## config.mk

```make
export PLATFORM = sky130hd
export DESIGN_NAME = decoder_2x4
export DESIGN_NICKNAME = d
export VERILOG_FILES = /design/src/rtl/decoder_2x4_pkg.sv /design/src/rtl/decoder_2x4_sat_cnt.sv /design/src/rtl/decoder_2x4.sv
export SDC_FILE = /design/constraint.sdc
export NUM_CORES = 1
export LEC_CHECK = 0
export BUFFER_PORTS_ARGS = -buffer_cell sky130_fd_sc_hd__buf_2
export CORE_AREA = 5 5 42 44
export DETAILED_ROUTE_END_ITERATION = 10
export DIE_AREA = 0 0 47 49
export PLACE_DENSITY_LB_ADDON = 0.05
export RECOVER_POWER = 25
export SETUP_SLACK_MARGIN = 0.02
export SYNTH_ARGS = -nofsm -noshare
export SYNTH_HDL_FRONTEND = slang
export SYNTH_SLANG_ARGS = --single-unit
```

## constraint.sdc

```tcl
create_clock -name clk -period 0.9 [get_ports clk]
set_clock_uncertainty 0.2 [all_clocks]
set_input_delay 0.045 -clock clk [delete_from_list [all_inputs] [get_ports clk]]
set_output_delay 0.045 -clock clk [all_outputs]
set_load 0.02 [all_outputs]
```

## src/rtl/decoder_2x4_pkg.sv

```systemverilog
// rtl/decoder_2x4_pkg.sv - shared select type, line constants and one-hot helper for decoder_2x4
package decoder_2x4_pkg;

   // Two-bit select formed as {A,B}
   typedef logic [1:0] sel_t;

   localparam int NUM_LINES = 4;

   localparam sel_t SEL_D0 = 2'd0;
   localparam sel_t SEL_D1 = 2'd1;
   localparam sel_t SEL_D2 = 2'd2;
   localparam sel_t SEL_D3 = 2'd3;

   // One-hot image of a select code; bit n set for code n
   function automatic logic [NUM_LINES-1:0] decode_sel(input sel_t s);
      logic [NUM_LINES-1:0] r;
      r    = '0;
      r[s] = 1'b1;
      return r;
   endfunction

endpackage

```

## src/rtl/decoder_2x4_sat_cnt.sv

```systemverilog
// rtl/decoder_2x4_sat_cnt.sv - single saturating hit counter with synchronous clear
module decoder_2x4_sat_cnt #(
   parameter int W = 8
) (
   input  logic         clk,
   input  logic         rst,
   input  logic         clr,
   input  logic         inc,
   output logic [W-1:0] cnt
);

   localparam logic [W-1:0] CNT_MAX = '1;

   // Reset and clear both zero the count; increments stop at the all-ones value
   always_ff @(posedge clk) begin
      if (rst || clr) begin
         cnt <= '0;
      end else if (inc && (cnt != CNT_MAX)) begin
         cnt <= cnt + W'(1);
      end
   end

endmodule

```

## src/rtl/decoder_2x4.sv

```systemverilog
// rtl/decoder_2x4.sv - registered 2-to-4 decoder; DECODER_2X4_CNT_EN adds per-line hit counters
module decoder_2x4
   import decoder_2x4_pkg::*;
#(
   parameter int CNT_W = 8
) (
   input  logic             clk,
   input  logic             rst,
   input  logic             A,
   input  logic             B,
   input  logic             en,
   output logic             D0,
   output logic             D1,
   output logic             D2,
   output logic             D3,
   output logic             any_o,
   output logic [1:0]       idx_o
`ifdef DECODER_2X4_CNT_EN
   ,
   input  logic             cnt_clr,
   output logic [CNT_W-1:0] cnt0,
   output logic [CNT_W-1:0] cnt1,
   output logic [CNT_W-1:0] cnt2,
   output logic [CNT_W-1:0] cnt3
`endif
);

   if ((CNT_W < 1) || (CNT_W > 32)) begin : g_bad_cnt_w
      $error("decoder_2x4: CNT_W must be in 1..32");
   end

   sel_t                 sel;
   logic [NUM_LINES-1:0] line_q;
   logic                 any_q;
   sel_t                 idx_q;

   assign sel = {A, B};

   // Decode on the clock edge; A/B are only looked at when enabled so X selects stay out of the lines
   always_ff @(posedge clk) begin
      if (rst) begin
         line_q <= '0;
         any_q  <= 1'b0;
         idx_q  <= SEL_D0;
      end else if (en) begin
         line_q <= decode_sel(sel);
         any_q  <= 1'b1;
         idx_q  <= sel;
      end else begin
         line_q <= '0;
         any_q  <= 1'b0;
      end
   end

   assign D0    = line_q[SEL_D0];
   assign D1    = line_q[SEL_D1];
   assign D2    = line_q[SEL_D2];
   assign D3    = line_q[SEL_D3];
   assign any_o = any_q;
   assign idx_o = idx_q;

`ifdef DECODER_2X4_CNT_EN
   logic [CNT_W-1:0] cnt_q [NUM_LINES];

   for (genvar i = 0; i < NUM_LINES; i++) begin : g_cnt
      logic hit;

      // A hit is the line being asserted by this edge, i.e. enabled with a matching select
      assign hit = en && (sel == sel_t'(i));

      decoder_2x4_sat_cnt #(
         .W   (CNT_W)
      ) u_cnt (
         .clk (clk),
         .rst (rst),
         .clr (cnt_clr),
         .inc (hit),
         .cnt (cnt_q[i])
      );
   end

   assign cnt0 = cnt_q[SEL_D0];
   assign cnt1 = cnt_q[SEL_D1];
   assign cnt2 = cnt_q[SEL_D2];
   assign cnt3 = cnt_q[SEL_D3];
`endif

endmodule

```

# After elaboration in Yosys (flattened, before gate mapping)
# Index checks and enable logic that the tools add are counted.
# op_classes
order_cmp	2
n_mux	3
n_bitwise	1
reduce_logical	2
# ops
op	count
< comparator 2 x 3 -> 1 bit (second input constant)	1
demux 1 bit (select 2 bit)	1
greater-or-equal comparator 2 x 1 -> 1 bit (second input constant)	1
2-to-1 mux 1 bit	2
OR reduction 2 bit	1
logical AND 1 bit	1
NOT 1 bit	1
# word_totals
regBits	7
in_bits	5
wordCells	11

# Logic depth before layout (Yosys ltp)
# depth
depth_word	4
ltp_mapped	2

# Least setup slack after synthesis
# No wires, ideal clock.
# synth_timing
path_kind	reg2reg
from	register idx_o[0] (netlist name)
to	register idx_q[0] (netlist: idx_o[0])
arrival_ns	0.609
slack_ns	0.022
path_stages_with_launch	3
period_less_slack_ns	0.878
path_cell_list	dfxtp_1 > nand2b_1 > a21oi_1
# synth_lines
item	line	rtl
end signal: assignment	decoder_2x4.sv:48	idx_q <= sel;
end: declaration	decoder_2x4.sv:35	sel_t idx_q;

# Worst setup path after layout
# layout_timing
from	register idx_q[0] (netlist: idx_o[0])
to	output idx_o[0]
# layout_lines
item	line	rtl
end: declaration	decoder_2x4.sv:17	output logic [1:0] idx_o
# No word-level cell between the ends.

==> reports/metrics.yaml <==
status:
  status: "complete, but fails checks"
  violations: "negative hold slack, negative setup slack"
timing:
  finalMaxSlewViolations: 0
  setup_viol: 7
  hold_viol: 7
  rsz0062_at_grt: "true"
  fmax_mhz: 1070
  relSlewSlack_pct: 87.8
  worst_slew_pin_slew_ps: 183
  worst_slack_ps: -36.3
  period_needed_ps: 936
  tns_ps: -173
  fin_crit_sh_pct: 104
  hold_slack_ps: -218
global_route:
  grt_pass1_wl_um: 634
  grt_antenna_before_repair: 0
  overflow: 0
  grt_max_degree: 6
  grt_pass1_vias: 162
  grt_usage_pct: 4.16
final_layout:
  fill_cells: 159
  drive_gt1_share_pct: 68.8
  final_cells: 48
  fin_area_um2: 369
  fin_nets: 38
  synthToLayoutAreaGrowth_pct: 70.5
  multi_input_area_um2: 76.3
  regArea_um2: 149
  diodes: 0
detailed_routing:
  detail_route.wirelength_um: 451
  drtAntennaViolNets: 0
  wl_per_cell_um: 9.40
  via_per_inst: 3.56
  dr.pass1.iters: 4
  initialDrtViolationCount: 1
  num_vias: 171
  route.detailed.drc: 0
placed_design:
  hpwl_um: 365
  gp_congestion: 0.662
  dp.cells: 44
  io_buffers: 11
  placed_area_um2: 292
die:
  ios: 12
  dieArea_um2: 2300
  chipWidth_um: 47
  fp.dieH_um: 49
  start_util_pct: 15.4
  rows: 14
  core_area_um2: 1400
clocking:
  clock-sinks: 7
  path_clk_slew_ps: 50
  cts_made_buffers: 3
  root_buffer: "clkbuf_4"
  cts_max_path_buffers: 2
  cts_htree_levels: 1
  clock_latency_ps: 250
  cts_tree: "built"
synth:
  yosys.area.top_type: "dfxtp_1"
  ys_types: 11
  syn_area_um2: 216
  syn_nets: 22
  ys_ff_latch: 7
  ys_warn_count: 0
  synth_edf_count: 0
  async_reset_ff_share_pct: 0
  synth_top_flop_cell: "dfxtp_1"
  synth.avg_cell_area_um2: 12.7
  syn-instance-count: 17
  yosysMostFrequentCell: "dfxtp_1"
  yosysSeqAreaShare_pct: 64.7
  synth.top_cell.area_share_pct: 64.7
  synth_area_leaders: "dfxtp_1, nor2b_4, nor3b_2"
worst_setup_path:
  worstPathArrival_ps: 690
  critPathTopFamily: "flip-flops"
  cp_max_fo: 2
  rr_endpoint: "idx_o[1]$_SDFFE_PP0P_"
  cp_data_required_time_ps: 650
  critPathLaunchType: "flip-flop"
  crit_cells: 1
  worstPathCellList: "buf_6"
  critPathMaxStageDelay_ps: 330
  slowest_stage: "dfxtp_2"
  r2r-start: "idx_o[1]$_SDFFE_PP0P_"
  reg2reg_slack_ps: 110
  endpoint: "idx_o[0]"
  rr_worst_depth: 2
  startpoint: "idx_o[0]$_SDFFE_PP0P_"
  worst-path-buf-inv: 1
  crit_type: "flip-flop to output port"
  end_kind: "output port"
pwr:
  leakagePower_nw: 0.163
  ir_worst_vdd_mv: 0.431
  powerDensity_nw_per_um2: 1870
  total_power_uw: 689
worst_hold_path:
  hp-class: "input pin to flip-flop"
job:
  cap_violations: 0
## registers in the layout (all words and copies together), names as in the netlist
signal,flops
line_q,4
idx_o,2
any_o,1
## report_power, final
group          internal [mW]  total (mW)  switching (mW)
Combinational         0.0397      0.0772          0.0375
Clock                  0.169       0.281           0.112
Sequential             0.325       0.331         0.00644
Total                  0.534       0.689           0.156
## worst min path at each step
stage / end / cells past startpoint / slack, ps / startpoint
2_1_floorplan: line_q[0]$_SDFF_PP0_ / 1 / -90 / B
3_3_place_gp: line_q[0]$_SDFF_PP0_ / 2 / 50 / B
3_5_place_dp: line_q[0]$_SDFF_PP0_ / 2 / 50 / B
4_1_cts: line_q[0]$_SDFF_PP0_ / 2 / -220 / B
5_1_grt: line_q[0]$_SDFF_PP0_ / 2 / -220 / B
6_report: line_q[0]$_SDFF_PP0_ / 2 / -220 / B
## kinds of logic (layout without fill, tap and decap cells)
kind of cell,count (synthesis),in the layout,share of synthesized area (%)
buffers and inverters,0,15,0
flip-flops,7,7,64.7
AO/OA/AOI/OAI,1,1,2.31
multiplexers,1,1,4.62
AND/OR/NAND/NOR,8,8,28.3
## metrics by stage
stage | setup slack [ps] | util [%] | hold WS, ps
finish | -36.3 | 26.3 | -218
global route | -66.2 | 26.3 | -215
CTS | -47.2 | 26.4 | -223
detailed placement | 122 | 20.8 | 49.7
global placement | 118 | 20.8 | 52.0
floorplan | 21.6 | - | -86.2
## layer usage
metal,vias up,GRT usage [%],part of all wire [%]
li1,87,-,-
met1,72,5.08,42
met2,12,4.30,40
met3,0,2.95,17
met4,0,4.15,0
met5,-,0,0
## layout make-up
class                           instances  area share [%]
Clock buffer                            4            7.12
Multi-Input combinational cell         10            20.7
Sequential cell                         7            40.3
Tap cell                               16            5.42
Timing Repair Buffer                   11            26.4
## timing repair
action / CTS / global route
endpoints found under the hold margin: 7 / 7
setup endpoints to repair: 7 / 7
buffers inserted: 0 / 0
gates cloned: 0 / 0
gates resized for setup: 21 / 0
## cells in the final DEF (no fill, tap or decap), types with 2 or more instances in the layout
cell	instances
clkbuf_1	2
dfxtp_2	7
clkbuf_4	3
buf_6	7
buf_2	3
Note: power is estimated with default switching activity, not from simulation.
